--- src/rtl/mdu_pkg.sv ---
// Shared definitions for the iterative RV32M multiply/divide sequencer:
// ALU op codes, sequencer state encoding and op classification helpers.
package mdu_pkg;

    localparam int unsigned WORDSIZE = 32;
    localparam int unsigned OP_W     = 5;

    localparam logic [OP_W-1:0] ALU_MUL    = 5'd16;
    localparam logic [OP_W-1:0] ALU_MULH   = 5'd17;
    localparam logic [OP_W-1:0] ALU_MULHSU = 5'd18;
    localparam logic [OP_W-1:0] ALU_MULHU  = 5'd19;
    localparam logic [OP_W-1:0] ALU_DIV    = 5'd20;
    localparam logic [OP_W-1:0] ALU_DIVU   = 5'd21;
    localparam logic [OP_W-1:0] ALU_REM    = 5'd22;
    localparam logic [OP_W-1:0] ALU_REMU   = 5'd23;

    typedef enum logic [1:0] {
        MDU_IDLE = 2'd0,
        MDU_CALC = 2'd1,
        MDU_FIX  = 2'd2,
        MDU_DONE = 2'd3
    } mdu_state_e;

    function automatic logic mdu_is_m(input logic [OP_W-1:0] op);
        return op[4:3] == 2'b10;
    endfunction

    function automatic logic mdu_is_div(input logic [OP_W-1:0] op);
        return mdu_is_m(op) && op[2];
    endfunction

    function automatic logic mdu_is_rem(input logic [OP_W-1:0] op);
        return mdu_is_div(op) && op[1];
    endfunction

    function automatic logic mdu_rs1_signed(input logic [OP_W-1:0] op);
        return op inside {ALU_MUL, ALU_MULH, ALU_MULHSU, ALU_DIV, ALU_REM};
    endfunction

    function automatic logic mdu_rs2_signed(input logic [OP_W-1:0] op);
        return op inside {ALU_MUL, ALU_MULH, ALU_DIV, ALU_REM};
    endfunction

endpackage

--- src/rtl/mdu_step.sv ---
// One iteration of the shared datapath: shift-add multiply (LSB first) or
// restoring radix-2 divide (MSB first) on a 2*WIDTH+1 bit accumulator.
module mdu_step
    import mdu_pkg::*;
#(
    parameter int unsigned WIDTH = WORDSIZE
) (
    input  logic [2*WIDTH:0] acc,
    input  logic [WIDTH-1:0] opnd,
    input  logic             div_mode,
    output logic [2*WIDTH:0] acc_nxt,
    output logic             q_bit
);

    logic [WIDTH:0] sum;
    logic [WIDTH:0] shifted;
    logic [WIDTH:0] trial;

    // Multiply: {hi, multiplier}; divide: {partial remainder, dividend/quotient}.
    always_comb begin
        sum     = acc[2*WIDTH:WIDTH] + ({1'b0, opnd} & {(WIDTH+1){acc[0]}});
        shifted = {acc[2*WIDTH-1:WIDTH], acc[WIDTH-1]};
        trial   = shifted - {1'b0, opnd};
        q_bit   = 1'b0;
        acc_nxt = {1'b0, sum, acc[WIDTH-1:1]};
        if (div_mode) begin
            q_bit   = (shifted >= {1'b0, opnd});
            acc_nxt = {(q_bit ? trial : shifted), acc[WIDTH-2:0], 1'b0};
        end
    end

endmodule

--- src/rtl/mdu_seq.sv ---
// Iterative RV32M multiply/divide sequencer: FSM, iteration counter, operand
// sign handling and result selection around the mdu_step datapath.
module mdu_seq
    import mdu_pkg::*;
#(
    parameter int unsigned WIDTH = WORDSIZE
) (
    input  logic             clk,
    input  logic             rst_n,
    input  logic             start,
    input  logic             kill,
    input  logic [4:0]       ops,
    input  logic [WIDTH-1:0] read1,
    input  logic [WIDTH-1:0] read2,
    output logic             busy,
    output logic             done,
    output logic [WIDTH-1:0] result
);

    localparam int unsigned CW = (WIDTH > 1) ? $clog2(WIDTH) : 1;
    localparam logic [WIDTH-1:0] SMIN = {1'b1, {(WIDTH-1){1'b0}}};

    mdu_state_e       state_q, state_d;
    logic [4:0]       op_q, op_d;
    logic             neg1_q, neg1_d, neg2_q, neg2_d;
    logic [WIDTH-1:0] opnd_q, opnd_d;
    logic [2*WIDTH:0] acc_q, acc_d;
    logic [CW-1:0]    cnt_q, cnt_d;
    logic             busy_d, done_d;
    logic [WIDTH-1:0] result_d;

    logic             div_mode;
    logic [2*WIDTH:0] step_acc;
    logic             step_q;
    logic             s_neg1, s_neg2, ovf;
    logic [WIDTH-1:0] mag1, mag2, quo, rem;
    logic [2*WIDTH-1:0] prod;

    assign div_mode = mdu_is_div(op_q);

    mdu_step #(.WIDTH(WIDTH)) u_step (
        .acc      (acc_q),
        .opnd     (opnd_q),
        .div_mode (div_mode),
        .acc_nxt  (step_acc),
        .q_bit    (step_q)
    );

    always_comb begin
        state_d  = state_q;
        op_d     = op_q;
        neg1_d   = neg1_q;
        neg2_d   = neg2_q;
        opnd_d   = opnd_q;
        acc_d    = acc_q;
        cnt_d    = cnt_q;
        result_d = result;

        s_neg1 = mdu_rs1_signed(ops) && read1[WIDTH-1];
        s_neg2 = mdu_rs2_signed(ops) && read2[WIDTH-1];
        mag1   = s_neg1 ? -read1 : read1;
        mag2   = s_neg2 ? -read2 : read2;
        ovf    = mdu_is_div(ops) && mdu_rs2_signed(ops) && (read1 == SMIN) && (read2 == '1);

        prod = acc_q[2*WIDTH-1:0];
        if (neg1_q ^ neg2_q) prod = -prod;
        quo = acc_q[WIDTH-1:0];
        if (neg1_q ^ neg2_q) quo = -quo;
        rem = acc_q[2*WIDTH-1:WIDTH];
        if (neg1_q) rem = -rem;

        case (state_q)
            MDU_IDLE, MDU_DONE: begin
                state_d = MDU_IDLE;
                if (start && mdu_is_m(ops)) begin
                    op_d   = ops;
                    neg1_d = s_neg1;
                    neg2_d = s_neg2;
                    cnt_d  = '0;
                    if (mdu_is_div(ops) && (read2 == '0)) begin
                        result_d = mdu_is_rem(ops) ? read1 : '1;
                        state_d  = MDU_DONE;
                    end else if (ovf) begin
                        result_d = mdu_is_rem(ops) ? '0 : SMIN;
                        state_d  = MDU_DONE;
                    end else begin
                        // Divide keeps the divisor as operand; multiply keeps the multiplicand.
                        opnd_d  = mdu_is_div(ops) ? mag2 : mag1;
                        acc_d   = {{(WIDTH+1){1'b0}}, (mdu_is_div(ops) ? mag1 : mag2)};
                        state_d = MDU_CALC;
                    end
                end
            end
            MDU_CALC: begin
                acc_d = div_mode ? {step_acc[2*WIDTH:1], step_q} : step_acc;
                cnt_d = cnt_q + CW'(1);
                if (cnt_q == CW'(WIDTH - 1)) begin
                    cnt_d   = '0;
                    state_d = MDU_FIX;
                end
            end
            MDU_FIX: begin
                if (div_mode)
                    result_d = mdu_is_rem(op_q) ? rem : quo;
                else
                    result_d = (op_q == ALU_MUL) ? prod[WIDTH-1:0] : prod[2*WIDTH-1:WIDTH];
                state_d = MDU_DONE;
            end
            default: state_d = MDU_IDLE;
        endcase

        if (kill) begin
            state_d  = MDU_IDLE;
            result_d = result;
        end

        busy_d = (state_d == MDU_CALC) || (state_d == MDU_FIX);
        done_d = (state_d == MDU_DONE);
    end

    always_ff @(posedge clk) begin
        if (!rst_n) begin
            state_q <= MDU_IDLE;
            op_q    <= '0;
            neg1_q  <= 1'b0;
            neg2_q  <= 1'b0;
            opnd_q  <= '0;
            acc_q   <= '0;
            cnt_q   <= '0;
            busy    <= 1'b0;
            done    <= 1'b0;
            result  <= '0;
        end else begin
            state_q <= state_d;
            op_q    <= op_d;
            neg1_q  <= neg1_d;
            neg2_q  <= neg2_d;
            opnd_q  <= opnd_d;
            acc_q   <= acc_d;
            cnt_q   <= cnt_d;
            busy    <= busy_d;
            done    <= done_d;
            result  <= result_d;
        end
    end

endmodule

--- config.mk ---
export PLATFORM = sky130hd
export DESIGN_NAME = mdu_seq
export DESIGN_NICKNAME = d
export VERILOG_FILES = /design/src/rtl/mdu_pkg.sv /design/src/rtl/mdu_step.sv /design/src/rtl/mdu_seq.sv
export SDC_FILE = /design/constraint.sdc
export NUM_CORES = 1
export LEC_CHECK = 0
export ABC_AREA = 1
export ABC_CLOCK_PERIOD_IN_PS = 5000
export BUFFER_PORTS_ARGS = -buffer_cell sky130_fd_sc_hd__buf_2
export CAP_MARGIN = 30
export CELL_PAD_IN_SITES_DETAIL_PLACEMENT = 0
export CELL_PAD_IN_SITES_GLOBAL_PLACEMENT = 1
export CORE_MARGIN = 8
export CORE_UTILIZATION = 37
export CTS_CLUSTER_SIZE = 14
export DETAILED_ROUTE_END_ITERATION = 16
export GPL_TIMING_DRIVEN = 0
export PLACE_DENSITY_LB_ADDON = 0.08
export SLEW_MARGIN = 5
export SYNTH_ARGS = -nofsm -noshare
export SYNTH_HDL_FRONTEND = slang
export SYNTH_SLANG_ARGS = --single-unit
--- constraint.sdc ---
create_clock -name clk -period 5 [get_ports clk]
set_input_delay 0 -clock clk [delete_from_list [all_inputs] [get_ports clk]]
set_output_delay 0 -clock clk [all_outputs]
set_load 0.02 [all_outputs]
==> reports/qor.csv <==
metric;value;unit
cts_made_buffers;17;
vias;24495;
reg2reg_to;result[8];
endpoint_kind;flop;
routed_wirelength;103;mm
final_cell_mix;nand2_1 (1114), inv_1 (455), nor2_1 (427);
worstSetupPathType;flop to flop;
die_area;57500;µm²
multi_input_area;13200;µm²
synth_top_area_cell;nand2_1;
ys_warn_count;0;
min_from;read2[1];
fill_cells;5789;
violations;negative hold slack;
synth_cells;3508;
route.detailed.drc;0;
p_leak;10.3;nW
seqCellArea;2900;µm²
finalSetupTns;0;ns
core-area;49800;µm²
clkSlewWorstSetupHoldPaths;0.08;ns
die_y;240;µm
dpl.hpwl;85.8;mm
hold_depth;5;
ys_seq_area_share;15.7;%
viasPerCell;5.65;
met3WireLength;8.65;mm
ys_ff_latch;145;
highest-signal-layer;met5;
holdBufCountCts;13;
ys_types;47;
start_util;37.2;%
ys_top_cells_by_area;nand2_1 (23%), dfxtp_1 (16%), nand3_1 (9.5%);
cts_setup_buffers;0;
r2r_slack;1.44;ns
first_iter_violations;2939;
grt_pass1_vias;22342;
ctsRootBufferMaster;clkbuf_16;
met1_length;43.9;mm
final_cells;4334;
period_share;71.3;%
ctsResizeCount;0;
grt_usage;34.8;%
synthesis.nets;3657;
clock-sinks;145;
htree_levels;4;
cts_buffer_depth;2;
tightest_slew;1.01;ns
r2r-start;acc_q[32];
mostFrequentLayoutCell;nand2_1;
rsz0062_at_grt;false;
fin_skew;0.0146;ns
power_density;189;nW/µm²
antenna_found_initial;6;
io-pin-count;107;
grt_remaining_overflow;0;
routedWlPerCell;23.7;µm
nets;3796;
ir_drop;188;µV
final_antenna_net_count;0;
area_growth;11.6;%
min_path_type;primary input to flop;
row_count;82;
timing.hold.ws;-0.00272;ns
firstDrtPassIters;8;
finalSetupViolCount;0;
grt_start_max_net_pins;20;
required;5.43;ns
crit_start;acc_q[32];
syn-cell-area;18500;µm²
cts_tree;yes;
slew_violations;0;
layout_min_cycle_time;3.56;ns
start_kind;flop;
avgSynthCellArea;5.28;µm²
worstSetupEndpoint;result[8];
dp_cells;4287;
crit_path_max_fanout;9;
hold_viol_final;1;
clk-insertion-delay-late;0.49;ns
arrival;3.99;ns
die_w;240;µm
yosysTopAreaCellShare;22.6;%
grt_pass1_wl;147;mm
io_buffers;105;
maxSlewHeadroom;32.4;%
max_cap_violations;0;
rr_worst_depth;13;
p_total;3.92;mW
status;finished, violations left;
drive_gt1_share;6.64;%
gp_congestion;1.05;
wl_met2;45.1;mm
fmax;0.281;GHz
layer usage:
metal | vias up | GRT usage, %
met1 | 11482 | 45.9
li1 | 11523 | -
met5 | - | 0
met4 | 2 | 15.8
met3 | 239 | 5.42
met2 | 1249 | 55.3
worst max-delay path, cell delays in order (launching register included):
cell	delay (ns)
dfxtp_1	0.76
inv_1	0.35
ha_1	0.36
nand3_1	0.23
inv_1	0.14
nand2_1	0.19
nor2_1	0.07
nand3_1	0.14
nand2_1	0.13
nand2_1	0.10
a21oi_1	0.13
o21ai_0	0.64
nand2_1	0.11
a21oi_1	0.16
sequential cells by signal (all words and copies together), names as in the netlist:
signal,flops
acc_q,65
busy,1
cnt_q,5
done,1
neg1_q,1
neg2_q,1
op_q,5
opnd_q,32
result,32
state_q,2
how the worst min path moves through the flow:
stage                  to  slack (ns)
5_1_grt         opnd_q[1]        0.06
3_5_place_dp      op_q[1]        0.32
4_1_cts        result[10]      0.0006
6_report        opnd_q[1]      -0.003
3_3_place_gp      op_q[1]        0.31
2_1_floorplan     op_q[2]        0.15
layout make-up:
class | count | area share (%)
multi-input combinational | 2762 | 64.0
timing repair buffer | 120 | 3.30
clock buffer | 17 | 2.06
inverter | 469 | 8.52
antenna | 2 | 0.0242
tap | 672 | 4.07
clock inverter | 15 | 0.963
buffer | 132 | 3.03
sequential | 145 | 14.0
cell usage after synthesis (all sizes together):
cell / count
nor3: 28
o21a: 1
nand3b: 11
a221oi: 3
buf: 57
o22ai: 1
o21bai: 9
and3: 1
a21boi: 4
a32oi: 1
nor2: 441
xnor2: 10
xor2: 70
a211oi: 6
o211ai: 34
a21o: 1
a21oi: 292
o21ai: 215
inv: 464
fa: 2
ha: 74
nand4: 37
nor4: 6
and2: 5
nand3: 360
nand2: 1121
clkinv: 5
or2: 13
a31oi: 16
clkbuf: 75
dfxtp: 145
logic make-up (layout without fill, tap and decap cells):
| logic type | after synthesis | in the layout | synth area share, % |
|---|---|---|---|
| buf+inv | 601 | 753 | 12.9 |
| flops | 145 | 145 | 15.7 |
| fa+ha+maj | 76 | 76 | 5.22 |
| other cells | 0 | 2 | 0 |
| compound gates | 583 | 583 | 16.8 |
| simple gates | 2023 | 2023 | 45.6 |
| xor+xnor | 80 | 80 | 3.78 |
power by group:
group          leakage (nW)  switching [mW]  internal [mW]  total [mW]
Combinational          8.83           0.961          0.335        1.30
Clock                 0.302           0.699          0.687        1.39
Sequential             1.18          0.0482           1.18        1.23
metrics by stage:
stage	utilization [%]	setup WS, ns	instance area (µm²)
floorplan	-	2.48	18500
global placement	40.0	1.63	19900
detailed placement	40.0	1.66	19900
CTS	41.5	1.64	20700
global route	41.5	1.25	20700
finish	41.5	1.44	20700
Note: power is estimated with default switching activity, not from simulation.
